`src/rtl/quad_pkg.sv`:
```
// Shared types and helpers for the quadrature step decoder.
// Holds the FSM encoding, the Gray-code position constants and the forward-neighbour function.
package quad_pkg;

    typedef enum logic {
        PRIME = 1'b0,
        TRACK = 1'b1
    } qd_state_t;

    localparam logic [1:0] QC_00 = 2'b00;
    localparam logic [1:0] QC_01 = 2'b01;
    localparam logic [1:0] QC_11 = 2'b11;
    localparam logic [1:0] QC_10 = 2'b10;

    // Forward order is 00 -> 01 -> 11 -> 10 -> 00; reverse is the inverse mapping.
    function automatic logic [1:0] qd_next_fwd(input logic [1:0] code);
        logic [1:0] nxt;
        case (code)
            QC_00:   nxt = QC_01;
            QC_01:   nxt = QC_11;
            QC_11:   nxt = QC_10;
            default: nxt = QC_00;
        endcase
        return nxt;
    endfunction

endpackage

```
`src/rtl/quad_glitch_filter.sv`:
```
// One encoder channel: synchroniser chain followed by a consecutive-sample glitch filter.
// The load input lets the parent seed the filtered value straight from the synchroniser.
module quad_glitch_filter #(
    parameter int SYNC_STAGES = 2,
    parameter int FILT_CYCLES = 4,
    parameter int FILT_W      = 3
) (
    input  logic clk,
    input  logic arst,
    input  logic din,
    input  logic load,
    output logic sync_out,
    output logic dout
);

    localparam logic [FILT_W-1:0] CNT_LAST = FILT_W'(FILT_CYCLES - 1);

    logic [SYNC_STAGES-1:0] sync_q;
    logic [FILT_W-1:0]      cnt;
    logic                   filt_q;

    always_ff @(posedge clk or posedge arst) begin
        if (arst) begin
            sync_q <= '0;
        end else begin
            sync_q <= {sync_q[SYNC_STAGES-2:0], din};
        end
    end

    assign sync_out = sync_q[SYNC_STAGES-1];

    // The filtered value only moves once the synchroniser has disagreed with it
    // for FILT_CYCLES consecutive clocks; any agreement restarts the count.
    always_ff @(posedge clk or posedge arst) begin
        if (arst) begin
            filt_q <= 1'b0;
            cnt    <= '0;
        end else if (load) begin
            filt_q <= sync_out;
            cnt    <= '0;
        end else if (sync_out == filt_q) begin
            cnt    <= '0;
        end else if (cnt == CNT_LAST) begin
            filt_q <= sync_out;
            cnt    <= '0;
        end else begin
            cnt    <= cnt + 1'b1;
        end
    end

    assign dout = filt_q;

endmodule

```
`src/rtl/quad_step_decoder.sv`:
```
// Quadrature front end: filters both channels and turns Gray-code moves into step/dir/err pulses.
// state | meaning
// PRIME | waiting for sync chains and filters to settle; outputs silent
// TRACK | compare current code with previous each clock and emit step or err
module quad_step_decoder
    import quad_pkg::*;
#(
    parameter int SYNC_STAGES = 2,
    parameter int FILT_CYCLES = 4,
    parameter int FILT_W      = 3
) (
    input  logic clk,
    input  logic arst,
    input  logic enc_a,
    input  logic enc_b,
    output logic step,
    output logic dir,
    output logic err
);

    localparam int            PRIME_LEN  = SYNC_STAGES + FILT_CYCLES;
    localparam int            PW         = (PRIME_LEN > 1) ? $clog2(PRIME_LEN) : 1;
    localparam logic [PW-1:0] PRIME_LAST = PW'(PRIME_LEN - 1);

    qd_state_t     state;
    qd_state_t     state_nxt;
    logic [PW-1:0] prime_cnt;
    logic          prime_load;

    logic          sync_a;
    logic          sync_b;
    logic          f_a;
    logic          f_b;
    logic [1:0]    cur;
    logic [1:0]    prev;

    logic          step_nxt;
    logic          dir_nxt;
    logic          err_nxt;

    quad_glitch_filter #(
        .SYNC_STAGES (SYNC_STAGES),
        .FILT_CYCLES (FILT_CYCLES),
        .FILT_W      (FILT_W)
    ) u_filt_a (
        .clk      (clk),
        .arst     (arst),
        .din      (enc_a),
        .load     (prime_load),
        .sync_out (sync_a),
        .dout     (f_a)
    );

    quad_glitch_filter #(
        .SYNC_STAGES (SYNC_STAGES),
        .FILT_CYCLES (FILT_CYCLES),
        .FILT_W      (FILT_W)
    ) u_filt_b (
        .clk      (clk),
        .arst     (arst),
        .din      (enc_b),
        .load     (prime_load),
        .sync_out (sync_b),
        .dout     (f_b)
    );

    assign cur        = {f_a, f_b};
    assign prime_load = (state == PRIME) && (prime_cnt == PRIME_LAST);

    always_ff @(posedge clk or posedge arst) begin
        if (arst) begin
            state <= PRIME;
        end else begin
            state <= state_nxt;
        end
    end

    always_comb begin
        state_nxt = state;
        if (prime_load) begin
            state_nxt = TRACK;
        end
    end

    // Anything that is neither equal, a neighbour, nor the reverse neighbour is a
    // two-bit jump; dir keeps its last value so the counter sees no false direction.
    always_comb begin
        step_nxt = 1'b0;
        err_nxt  = 1'b0;
        dir_nxt  = dir;
        if (state == TRACK && cur != prev) begin
            if (cur == qd_next_fwd(prev)) begin
                step_nxt = 1'b1;
                dir_nxt  = 1'b1;
            end else if (prev == qd_next_fwd(cur)) begin
                step_nxt = 1'b1;
                dir_nxt  = 1'b0;
            end else begin
                err_nxt  = 1'b1;
            end
        end
    end

    always_ff @(posedge clk or posedge arst) begin
        if (arst) begin
            prime_cnt <= '0;
        end else if (state == PRIME && !prime_load) begin
            prime_cnt <= prime_cnt + 1'b1;
        end
    end

    // Seeding prev from the synchronisers keeps a parked encoder silent on entry to TRACK.
    always_ff @(posedge clk or posedge arst) begin
        if (arst) begin
            prev <= QC_00;
        end else if (prime_load) begin
            prev <= {sync_a, sync_b};
        end else if (state == TRACK) begin
            prev <= cur;
        end
    end

    always_ff @(posedge clk or posedge arst) begin
        if (arst) begin
            step <= 1'b0;
            dir  <= 1'b1;
            err  <= 1'b0;
        end else begin
            step <= step_nxt;
            dir  <= dir_nxt;
            err  <= err_nxt;
        end
    end

endmodule

```
`config.mk`:
```
export PLATFORM = sky130hd
export DESIGN_NAME = quad_step_decoder
export DESIGN_NICKNAME = d
export VERILOG_FILES = /design/src/rtl/quad_pkg.sv /design/src/rtl/quad_glitch_filter.sv /design/src/rtl/quad_step_decoder.sv
export SDC_FILE = /design/constraint.sdc
export NUM_CORES = 1
export LEC_CHECK = 0
export CORE_UTILIZATION = 54
export CTS_CLUSTER_DIAMETER = 200
export DETAILED_ROUTE_END_ITERATION = 6
export PLACE_DENSITY_LB_ADDON = 0.2
export RECOVER_POWER = 100
export SETUP_SLACK_MARGIN = 0.1
export SYNTH_ARGS = -nofsm -noshare
export SYNTH_HDL_FRONTEND = slang
export SYNTH_SLANG_ARGS = --single-unit
```
`constraint.sdc`:
```
create_clock -name clk -period 1.5 [get_ports clk]
set_input_delay 0.15 -clock clk [delete_from_list [all_inputs] [get_ports clk]]
set_output_delay 0.15 -clock clk [all_outputs]
set_load 0.02 [all_outputs]
```
==> results by group <==
Outcome
  – Status: completed

Setup path
  – Family with the most delay on the worst path: flip-flops
  – Slowest stage delay, CP: between 0.5 and 0.6 ns
  – Crit Path Max Fanout: 3
  – Crit-path slowest cell: dfstp_1
  – WP data required: approximately 1.4 ns
  – Cell chain of the critical path: dlygate4sd2_1
  – Startpoint Class: flop
  – Buf/Inv on CP: 1
  – CP Class: flop to output port
  – Arr. time, crit path: 1.19 ns
  – Critical Path End Type: output port

Synth
  – Commonest cells in the netlist: dfrtp_1, xnor2_1, nand2_1
  – Yosys reg bits: 21
  – Top FF cell, synth: dfrtp_1
  – Compound-gate portion of the synthesized area: approximately 6%
  – Synth area leaders: dfrtp_1, xnor2_1, ha_1, dfstp_2, xor2_1
  – Main combinational cell family by area after synthesis: simple AND/OR/NAND/NOR gates
  – Warnings, synthesis: 0
  – Synth unique cells: 21
  – Post-Synth Adder-Cell Area: 5.71%
  – Synth Instances: 70
  – Synth area leader: dfrtp_1
  – Syn Nets: between 70 and 80
  – Count leader, synth: dfrtp_1
  – Post-synthesis sequential area ratio: about three fifths
  – Post-synth EDFFs: 0
  – Simple-gate share of the synthesized area: 12.0%
  – Post-Syn Area: a little under 900 um2
  – Mux contribution to synthesized area: under 10%
  – Post-synth top area share: 57.1%
  – Ys async rst share: 100%
  – Syn avg cell area: 12.5 um2
  – Post-Synth XOR/XNOR Area: around 9%

STA
  – # setup viols final: 0
  – Period utilisation layout: 89.4%
  – Fmax achieved: 746 MHz
  – Fin crit period: 1.34 ns
  – Max Transition Viols Final: 0
  – Actual slew at the worst max-slew pin: 0.730 ns
  – Max Clock Skew: 0.0131 ns
  – RSZ-0062 raised after global routing: true
  – Rel. slew slack: 51.3%
  – Setup TNS: 0 ns
  – Final Hold Fails: 0

Power
  – Worst vdd ir: about 1.1 mV
  – Leak: ~0.45 nW
  – PD cells: 1670 mW/mm2

Die
  – Die area: 0.00179 mm2
  – Die X: around 42 um
  – Die height: 42.3 um
  – Rows: 14
  – Num ports: 7
  – Initial Util: 58.2%
  – Core Footprint: 0.00151 mm2

Global route
  – Total grt overflow: 0
  – Number of global-route vias before repair: around 550
  – First-pass GRT wire length: 2230 um
  – Pin count of the biggest net entering global routing: 15
  – Total GRT Usage: 17.2%
  – Initial antenna violation count: 0

Layout
  – Final #Nets: 90
  – Antenna Cells: 0
  – Final core utilization: 66.2%
  – Share of layout cells above drive strength 1: 13.6%
  – Area growth, synth to finish: 13.7%

Clocking
  – # clock sinks: 21
  – Root Buffer: clkbuf_4
  – Clk slew on worst S/H paths: 0.12 ns
  – Clock Tree Buf Depth: 2
  – CTS buffer count: 3
  – Later-pin clock latency in the skew report: around 0.30 ns
  – CTS tree: done
  – CTS HTree Levels: 1

Routing
  – WL/cell: 12.8 um
  – DRT Wirelength: 1250 um
  – Via count: 512
  – DR iter-0 viols: 14
  – Drc violations: 0
  – DR vias/cell: 5.28
  – ANT nets after route: 0
  – Drt pass-1 iters: 4

Placed design
  – DP HPWL: between 900 and 1000 um
  – IO buf count: 6
  – Final RePlAce weighted congestion: around 0.74

Job
  – Max-cap violations: 0

Min path
  – Hold Crit Class: primary input to asynchronous set/reset pin
-- sequential cells by signal, indices dropped and copies added (netlist names) --
register and count:
err 1, step 1, u_filt_b.sync_q 2, prev 2, state 1, prime_cnt 3
u_filt_b.cnt 3, u_filt_a.cnt 3, dir 1, u_filt_a.sync_q 2, u_filt_a.dout 1, u_filt_b.dout 1
-- cell families (layout without fill, tap and decap cells) --
group                      count (synthesis)  count (layout)
xor gates and xnor gates                   9               9
and+or+nand+nor                           18              18
buffers and inverters                      5              16
muxes                                      4               4
adders and majority gates                  4               4
AOI/OAI and AO/OA                          9               9
DFF                                       21              21
-- area by class of cell --
class	count	area, um2
Clock buffer	3	22.5
Clock inverter	1	5.00
Fill cell	125	509
Inverter	4	15.0
Multi-Input combinational cell	44	345
Sequential cell	21	527
Tap cell	16	20.0
Timing Repair Buffer	8	62.6
-- final timing paths --
| check | end | depth (start not counted) | slack (ns) | startpoint |
|---|---|---|---|---|
| min | u_filt_a.sync_q[0]$_DFF_PP0_ | 2 | 0.21 | arst |
| max in group asynchronous | u_filt_b.cnt[2]$_DFF_PP0_ | 3 | 0.34 | arst |
| max reg2reg | u_filt_b.dout$_DFFE_PP0P_ | 5 | 0.16 | prime_cnt[1]$_DFFE_PP0P_ |
| min reg2reg | u_filt_b.sync_q[1]$_DFF_PP0_ | 0 | 0.37 | u_filt_b.sync_q[0]$_DFF_PP0_ |
| min in group clk | u_filt_b.sync_q[1]$_DFF_PP0_ | 0 | 0.37 | u_filt_b.sync_q[0]$_DFF_PP0_ |
| max | dir | 1 | 0.16 | dir$_DFFE_PP1P_ |
-- metal layers --
| layer | track usage, % | share of wire (%) | vias to the layer above |
|---|---|---|---|
| met5 | 0 | 0 | - |
| met1 | 21.5 | 49 | 247 |
| met3 | 3.88 | 3.0 | 4 |
| li1 | - | - | 251 |
| met4 | 12.5 | 1.8 | 0 |
| met2 | 26.2 | 46 | 10 |
-- layout by cell type, fill, tap and decap left out, drive strengths merged --
| master | count |
|---|---|
| nand2 | 6 |
| nor3 | 3 |
| xor2 | 3 |
| nor3b | 2 |
| dfrtp | 20 |
| and3 | 2 |
| nand3b | 1 |
| mux2 | 2 |
| clkinv | 1 |
| nor2 | 2 |
| xnor2 | 6 |
| inv | 4 |
| dlygate4sd2 | 2 |
| o21bai | 2 |
| buf | 1 |
| dfstp | 1 |
| a21oi | 4 |
| ha | 4 |
| mux2i | 2 |
| dlygate4sd3 | 3 |
| clkbuf | 5 |
| nor2b | 2 |
| o21ai | 3 |
-- power by group --
part           leakage, nW  internal (mW)  switching (mW)  total, mW
registers            0.247          0.723           0.122      0.845
logic                0.182          0.287           0.270      0.557
clock network       0.0177         0.0993           0.165      0.265
total                0.447           1.11           0.557       1.67
-- metrics by stage --
stage	hold slack (ns)	cells	total power [mW]	instance area (um2)	worst slack [ns]
2_1_floorplan	0.126	70	1.28	877	0.205
3_3_place_gp	0.337	92	1.42	960	0.179
3_5_place_dp	0.341	92	1.45	960	0.130
4_1_cts	0.0730	96	1.69	985	0.105
5_1_grt	0.233	97	1.81	997	0.0764
6_report	0.205	97	1.67	997	0.159
-- repair_timing --
item / CTS / global route
pin swaps: 0 / 2
endpoints found under the setup margin: 2 / 3
resized for setup: 2 / 8
hold buffers: 0 / 0
endpoints found under the hold margin: 0 / 0
setup buffers: 0 / 1
No activity file was read; power rests on OpenSTA's default activity.
